--- src/rtl/bsg_fsb_pkg.sv ---
// rtl/bsg_fsb_pkg.sv - shared FSB word width and word type for the hop stages
package bsg_fsb_pkg;

  localparam int fsb_width_gp = 16;

  typedef logic [fsb_width_gp-1:0] fsb_word_t;

endpackage

--- src/rtl/bsg_front_side_bus_hop_out_no_fc_if.sv ---
// rtl/bsg_front_side_bus_hop_out_no_fc_if.sv - pass-through, local injection and next-hop signals
interface bsg_front_side_bus_hop_out_no_fc_if
  import bsg_fsb_pkg::*;
#(
  parameter int width_p = fsb_width_gp
);

  logic [width_p-1:0] pass_data_i;
  logic               pass_v_i;
  logic [width_p-1:0] local_data_i;
  logic               local_v_i;
  logic               local_ready_o;
  logic [width_p-1:0] data_o;
  logic               v_o;
  logic               local_sent_o;
  logic               starve_o;

  modport master (
    output pass_data_i, pass_v_i, local_data_i, local_v_i,
    input  local_ready_o, data_o, v_o, local_sent_o, starve_o
  );

  modport slave (
    input  pass_data_i, pass_v_i, local_data_i, local_v_i,
    output local_ready_o, data_o, v_o, local_sent_o, starve_o
  );

endinterface

--- src/rtl/bsg_fsb_local_fifo.sv ---
// rtl/bsg_fsb_local_fifo.sv - local injection FIFO with wrap-bit pointers
module bsg_fsb_local_fifo
  import bsg_fsb_pkg::*;
#(
  parameter int width_p = fsb_width_gp,
  parameter int els_p   = 4
) (
  input  logic               clk_i,
  input  logic               reset_n_i,
  input  logic               enq,
  input  logic [width_p-1:0] enq_data,
  input  logic               deq,
  output logic [width_p-1:0] head,
  output logic               full,
  output logic               empty
);

  localparam int lg_els_lp = $clog2(els_p);
  localparam int ptr_w_lp  = lg_els_lp + 1;

  logic [ptr_w_lp-1:0] rd_r, wr_r;
  logic [width_p-1:0]  mem_r [els_p];

  // Storage is deliberately left out of reset; only the pointers define occupancy.
  always_ff @(posedge clk_i) begin
    if (enq) begin
      mem_r[wr_r[lg_els_lp-1:0]] <= enq_data;
    end
  end

  always_ff @(posedge clk_i or negedge reset_n_i) begin
    if (!reset_n_i) begin
      rd_r <= '0;
      wr_r <= '0;
    end else begin
      if (enq) wr_r <= wr_r + ptr_w_lp'(1);
      if (deq) rd_r <= rd_r + ptr_w_lp'(1);
    end
  end

  assign empty = (rd_r == wr_r);
  assign full  = (rd_r[lg_els_lp] != wr_r[lg_els_lp])
              && (rd_r[lg_els_lp-1:0] == wr_r[lg_els_lp-1:0]);
  assign head  = mem_r[rd_r[lg_els_lp-1:0]];

endmodule

--- src/rtl/bsg_front_side_bus_hop_out_no_fc.sv ---
// rtl/bsg_front_side_bus_hop_out_no_fc.sv - FSB hop output merge: pass-through wins, local fills idle slots
module bsg_front_side_bus_hop_out_no_fc
  import bsg_fsb_pkg::*;
#(
  parameter int width_p        = fsb_width_gp,
  parameter int local_els_p    = 4,
  parameter int starve_limit_p = 64
) (
  input  logic clk_i,
  input  logic reset_n_i,
  bsg_front_side_bus_hop_out_no_fc_if.slave bus
);

  localparam int cnt_w_lp = $clog2(starve_limit_p + 1);
  localparam logic [cnt_w_lp-1:0] limit_lp = cnt_w_lp'(starve_limit_p);

  logic               enq, deq, full, empty;
  logic [width_p-1:0] head;
  logic [width_p-1:0] data_r;
  logic               v_r, sent_r, starve_r;
  logic [cnt_w_lp-1:0] cnt_r, cnt_n;

  // Full comes from registered pointers, so ready has no path from any input.
  assign enq = bus.local_v_i & ~full;
  assign deq = ~bus.pass_v_i & ~empty;

  bsg_fsb_local_fifo #(
    .width_p (width_p),
    .els_p   (local_els_p)
  ) fifo (
    .clk_i     (clk_i),
    .reset_n_i (reset_n_i),
    .enq       (enq),
    .enq_data  (bus.local_data_i),
    .deq       (deq),
    .head      (head),
    .full      (full),
    .empty     (empty)
  );

  always_ff @(posedge clk_i or negedge reset_n_i) begin
    if (!reset_n_i) begin
      data_r <= '0;
      v_r    <= 1'b0;
      sent_r <= 1'b0;
    end else if (bus.pass_v_i) begin
      data_r <= bus.pass_data_i;
      v_r    <= 1'b1;
      sent_r <= 1'b0;
    end else if (!empty) begin
      data_r <= head;
      v_r    <= 1'b1;
      sent_r <= 1'b1;
    end else begin
      v_r    <= 1'b0;
      sent_r <= 1'b0;
    end
  end

  // Counts only cycles where a waiting local word loses to pass-through traffic.
  always_comb begin
    cnt_n = cnt_r;
    if (deq || empty) begin
      cnt_n = '0;
    end else if (bus.pass_v_i && (cnt_r != limit_lp)) begin
      cnt_n = cnt_r + cnt_w_lp'(1);
    end
  end

  always_ff @(posedge clk_i or negedge reset_n_i) begin
    if (!reset_n_i) begin
      cnt_r    <= '0;
      starve_r <= 1'b0;
    end else begin
      cnt_r    <= cnt_n;
      starve_r <= (cnt_n == limit_lp);
    end
  end

  assign bus.local_ready_o = ~full;
  assign bus.data_o        = data_r;
  assign bus.v_o           = v_r;
  assign bus.local_sent_o  = sent_r;
  assign bus.starve_o      = starve_r;

endmodule

--- src/flat_wrapper.sv ---
// flat-port wrapper written by rule: the top's interface ports become plain ports
module bsg_front_side_bus_hop_out_no_fc_flat import bsg_fsb_pkg::*;
#(
  parameter int width_p        = fsb_width_gp,
  parameter int local_els_p    = 4,
  parameter int starve_limit_p = 64
)
  (clk_i, reset_n_i, bus_pass_data_i, bus_pass_v_i, bus_local_data_i, bus_local_v_i, bus_local_ready_o, bus_data_o, bus_v_o, bus_local_sent_o, bus_starve_o);
  bsg_front_side_bus_hop_out_no_fc_if #(.width_p(width_p)) bus_i ();
  input  logic clk_i;
  input  logic reset_n_i;
  input wire logic [$bits(bus_i.pass_data_i)-1:0] bus_pass_data_i;
  input wire logic [$bits(bus_i.pass_v_i)-1:0] bus_pass_v_i;
  input wire logic [$bits(bus_i.local_data_i)-1:0] bus_local_data_i;
  input wire logic [$bits(bus_i.local_v_i)-1:0] bus_local_v_i;
  output wire logic [$bits(bus_i.local_ready_o)-1:0] bus_local_ready_o;
  output wire logic [$bits(bus_i.data_o)-1:0] bus_data_o;
  output wire logic [$bits(bus_i.v_o)-1:0] bus_v_o;
  output wire logic [$bits(bus_i.local_sent_o)-1:0] bus_local_sent_o;
  output wire logic [$bits(bus_i.starve_o)-1:0] bus_starve_o;
  assign bus_i.pass_data_i = bus_pass_data_i;
  assign bus_i.pass_v_i = bus_pass_v_i;
  assign bus_i.local_data_i = bus_local_data_i;
  assign bus_i.local_v_i = bus_local_v_i;
  assign bus_local_ready_o = bus_i.local_ready_o;
  assign bus_data_o = bus_i.data_o;
  assign bus_v_o = bus_i.v_o;
  assign bus_local_sent_o = bus_i.local_sent_o;
  assign bus_starve_o = bus_i.starve_o;
  bsg_front_side_bus_hop_out_no_fc #(.width_p(width_p), .local_els_p(local_els_p), .starve_limit_p(starve_limit_p)) u_core (.clk_i(clk_i), .reset_n_i(reset_n_i), .bus(bus_i));
endmodule
--- config.mk ---
export PLATFORM = sky130hd
export DESIGN_NAME = bsg_front_side_bus_hop_out_no_fc_flat
export DESIGN_NICKNAME = d
export VERILOG_FILES = /design/src/rtl/bsg_fsb_pkg.sv /design/src/rtl/bsg_front_side_bus_hop_out_no_fc_if.sv /design/src/rtl/bsg_fsb_local_fifo.sv /design/src/rtl/bsg_front_side_bus_hop_out_no_fc.sv /design/src/flat_wrapper.sv
export SDC_FILE = /design/constraint.sdc
export NUM_CORES = 1
export LEC_CHECK = 0
export CORE_UTILIZATION = 50
export CTS_CLUSTER_DIAMETER = 80
export DETAILED_ROUTE_END_ITERATION = 16
export GPL_ROUTABILITY_DRIVEN = 0
export GPL_TIMING_DRIVEN = 0
export PLACE_DENSITY = 0.7
export SLEW_MARGIN = 5
export SYNTH_ARGS = -nofsm -noshare
export SYNTH_HDL_FRONTEND = slang
export SYNTH_SLANG_ARGS = --single-unit
--- constraint.sdc ---
create_clock -name clk_i -period 2.2 [get_ports clk_i]
set_input_delay 0.33 -clock clk_i [delete_from_list [all_inputs] [get_ports clk_i]]
set_output_delay 0.33 -clock clk_i [all_outputs]
set_load 0.005 [all_outputs]
After elaboration in Yosys (flattened, before gate mapping)
Memory sizes are Yosys's and may differ from the RTL's.
Cells that the tools add are included.

storage, ports and cells
  register bits = 32
  memory bits (writable) = 64
  input bits = 36
  output and inout bits = 20
  logic and storage cells = 34
  memories = 1

operators by class
  add/sub/neg operators = 3
  equality and inequality tests = 6
  muxes and demuxes = 9
  bitwise logic cells = 5
  reductions and logical operators = 3

memories
  memory             words  bits a word  read ports  clocked after Yosys merged registers in  wr ports  line                      source
  u_core.fifo.mem_r  4      16           1           0                                        1         bsg_fsb_local_fifo.sv:22  logic [width_p-1:0] mem_r [els_p];

operators by type and width
  cell                 count
  $mux 16              2
  $mux 7               2
  $add 7x1->7 const B  1
  $eq 7x7->1 const B   1
  $ne 7x7->1 const B   1
  $add 3x1->3 const B  2
  $mux 1               5
  $eq 3x3->1           1
  $not 1->1            3
  $and 1x1->1          2
  $eq 2x2->1           1
  $logic_and 1x1->1    2
  $ne 2x2->1 const B   1
  $logic_or 1x1->1     1
  $ne 1x1->1           1

Depth between registers and ports, before layout
  depth after elaboration = 6
  mapped depth = 7

Modules after synthesis
Synthesis repeated with hierarchy kept, for this count alone.

unflattened totals
  cells, all modules = 243
  area total of the unflattened synthesis = 3985.1 µm²

by module, submodules not included
  module                            times used  cells an instance  area an instance (µm²)  seq. area each (µm²)
  bsg_fsb_local_fifo                1           114                2696.3                  2072.0
  bsg_front_side_bus_hop_out_no_fc  1           129                1288.7                  650.6

Least setup slack after synthesis
Ideal clock, no wire load.

  path kind = register to register
  start = register u_core.fifo.rd_r[0]
  end = memory u_core.fifo.mem_r[3][0] in the netlist's numbering, enable pin
  library setup time = 375 ps
  arrival = 1494 ps
  slack = 331 ps
  stages on the path, launching flop included = 5
  buffers on the path = 1
  clock period less this slack = 1869 ps
  cells stage by stage = dfrtp_1 -> buf_6 -> xnor2_4 -> a31oi_2 -> and2_1

between the ends
  cells in the longest elaborated chain, start to end = 6

RTL lines
  what                          line                                    source
  start, declared               bsg_fsb_local_fifo.sv:21                logic [ptr_w_lp-1:0] rd_r, wr_r;
  start signal, assigned        bsg_fsb_local_fifo.sv:37                if (deq) rd_r <= rd_r + ptr_w_lp'(1);
  $eq 2x2->1                    bsg_fsb_local_fifo.sv:43                && (rd_r[lg_els_lp-1:0] == wr_r[lg_els_lp-1:0]);
  $logic_and 1x1->1             bsg_fsb_local_fifo.sv:43
  $not 1->1                     bsg_front_side_bus_hop_out_no_fc.sv:24  assign enq = bus.local_v_i & ~full;
  $and 1x1->1                   bsg_front_side_bus_hop_out_no_fc.sv:24
  $mux 1                        bsg_fsb_local_fifo.sv:26                if (enq) begin
  $mux 1 (not written as such)  bsg_fsb_local_fifo.sv:27                mem_r[wr_r[lg_els_lp-1:0]] <= enq_data;
  end, declared                 bsg_fsb_local_fifo.sv:22

Every way passes these cells.

Final worst setup path
  start = register u_core.fifo.rd_r[1]
  end = output port bus_local_ready_o

between the ends
  cells in the longest elaborated chain, start to end = 3

RTL lines
  what               line                                    source
  $eq 2x2->1         bsg_fsb_local_fifo.sv:43
  $logic_and 1x1->1  bsg_fsb_local_fifo.sv:43
  $not 1->1          bsg_front_side_bus_hop_out_no_fc.sv:80  assign bus.local_ready_o = ~full;
  end, declared      flat_wrapper.sv:16                      output wire logic [$bits(bus_i.local_ready_o)-1:0] bus_local_ready_o;

Every way passes these cells.

==> metrics <==
status=finished clean; Initial DRT Pass Iterations=4; cts hold-fix bufs=0; wire length per cell=17.29 microns; unrepaired setup endpoints after global routing=false; most common cell in the synthesized netlist=edfxtp_1; Congestion Overflow GR=0; DR DRC count=0; clock transition at the registers of the reported paths=0.09 ns; Initial Util=51.55%; share of cells above drive strength 1=16.35%; Rel. slew slack=52.17%; total negative slack=0 ns; Final Cell Area=4878 sq um; Yosys reg bits=96; Synth area leaders=edfxtp_1 (48%), dfrtp_1 (20%), mux4_2 (9.0%), a2bb2oi_1 (3.5%), a21oi_1 (2.3%); setup slack after layout=0.1403 ns; CP endpoint kind=output port; CTS max path bufs=2; pwr dens=1289 nW/um^2; total power=6.290 mW; H-tree depth=3; # port buffers=55; CP Launch Type=flop; Synth area leader=edfxtp_1; CP required=1.87 ns; Worst Tran Pin Value=0.7174 ns; Ports=56; root buf cell=clkbuf_8; minimum clock period=2.060 ns; gr usage total=19.36%; drt total wl=7157 microns; largest net degree at the start of global routing=33; Synth top cells by count=edfxtp_1 (64), dfrtp_1 (32), nand2_1 (22); Final Slew Violations=0; CTS sink cnt=96; Die Ht=91.26 microns; syn_nets=285; Yosys cell types=37; worst skew pair latency=0.36 ns; Main synth FF type=edfxtp_1; Period Utilization, post-route=93.62%; setup bufs post-CTS=0; vias in the first global route=2,288; Max Fclk=0.4855 GHz; crit-path max FO=9; NumNets Final=351; Synth top area share=48.24%; Final Skew=0.01425 ns; Core ar.=7727 sq um; Hold Path Class=in2async; Syn Std Cell Area=3984 sq um; row count=32; Syn Inst Count=242; Seq/Total Area, Yosys=68.34%; Placement Setup Slack=-0.2171 ns; Leak=1.809 nW; Area Growth Syn to Fin=22.46%; CTS tree=done; first-pass GRT wire length=11,810 microns; CP arrival=1.73 ns; Synth Warn #=0; antenna-violating nets left=0; Post-CTS Resized=4; DP Area=4657 sq um; Max-Cap Viols=0; final count of hold timing violations=0; ys async rst share=33.33%; fin util=63.13%; crit path kind=reg2out; Die W=91.26 microns; Vias=2,210; worst IR drop on VDD=0.0006302 V; average size of a mapped cell=16.46 sq um; vias per cell=5.338; EDFF count, synth=64; CTS buffer count=9; final setup fails=0; initial drt markers=84; initial antenna violation count=0; total die area=8328 sq um; DPL Wire Length=4953 microns; # diodes=0
[cell type report]
type,count,area (sq um)
buffer,10,71.32
fill,578,2849
sequential,96,2723
clock inverter,6,92.59
inverter,8,30.03
clock buffer,9,123.9
tap,102,127.6
timing repair buffer,55,545.5
multi-input combinational,128,1165
[stage by stage]
stage	hold slack (ns)	std cells
after floorplan	0.03441	242
after global routing	0.07403	414
after detailed placement	0.4336	399
after CTS	0.03935	414
after global placement	0.4743	399
final	0.01700	414
[flip-flops by register name, indices dropped and copies added (netlist names)]
| name | flops |
|---|---|
| u_core.fifo.rd_r | 3 |
| u_core.bus.v_o | 1 |
| u_core.bus.starve_o | 1 |
| u_core.fifo.wr_r | 3 |
| u_core.bus.data_o | 16 |
| u_core.bus.local_sent_o | 1 |
| u_core.cnt_r | 7 |
| u_core.fifo.mem_r | 64 |
[worst max-delay path: stages, from the launching register on]
cell,delay (ns)
dfrtp_1,0.39
buf_4,0.20
xnor2_4,0.21
nand3_1,0.12
clkdlybuf4s50_1,0.47
[routing by layer]
metal	track usage [%]	up-vias	share of wire, %
met1	26.57	1114	46
met2	30.62	41	51
met5	0	-	0
li1	-	1045	-
met3	3.015	10	2.3
met4	9.127	0	1.6
[kinds of logic after synthesis]
family          after synthesis  synth area share, %
simple gates                 53                7.004
mux                          17                9.328
compound gates               38                6.784
fa+ha+maj                     7                2.198
flops                        96                68.34
xor+xnor                     13                3.800
buf+inv                      18                2.544
[final timing paths]
path | to | slack [ns] | depth (start not counted) | start
worst min register to register | u_core.fifo.rd_r[2] | 0.50 | 1 | u_core.fifo.rd_r[2]
worst min-delay path | u_core.cnt_r[6] | 0.02 | 1 | reset_n_i
worst max register to register | u_core.fifo.mem_r[3][10] | 0.22 | 4 | u_core.fifo.rd_r[0]
max in group asynchronous | u_core.fifo.rd_r[2] | 1.71 | 1 | reset_n_i
min in group clk_i | u_core.fifo.rd_r[2] | 0.50 | 1 | u_core.fifo.rd_r[2]
worst max-delay path | bus_local_ready_o | 0.14 | 4 | u_core.fifo.rd_r[1]
[power by group]
| part | internal (mW) | switching [mW] | total, mW |
|---|---|---|---|
| sequential | 2.47 | 0.241 | 2.71 |
| combinational | 1.21 | 1.14 | 2.34 |
| clock | 0.642 | 0.598 | 1.24 |
[placed cells by master (no fill, tap or decap), types with 2 or more instances in the layout]
cell / instances
xnor2_1: 5
buf_6: 3
nand2_1: 22
buf_2: 4
xor2_1: 6
bufinv_16: 2
clkbuf_8: 9
nand3_1: 5
edfxtp_1: 64
and4_1: 2
and2_2: 4
a21oi_1: 18
a2bb2oi_1: 16
nor2_1: 8
dfrtp_1: 32
ha_1: 7
xnor2_4: 2
inv_1: 7
mux4_2: 16
buf_4: 2
clkdlybuf4s50_1: 54
Power figures use the tool's default switching activity.
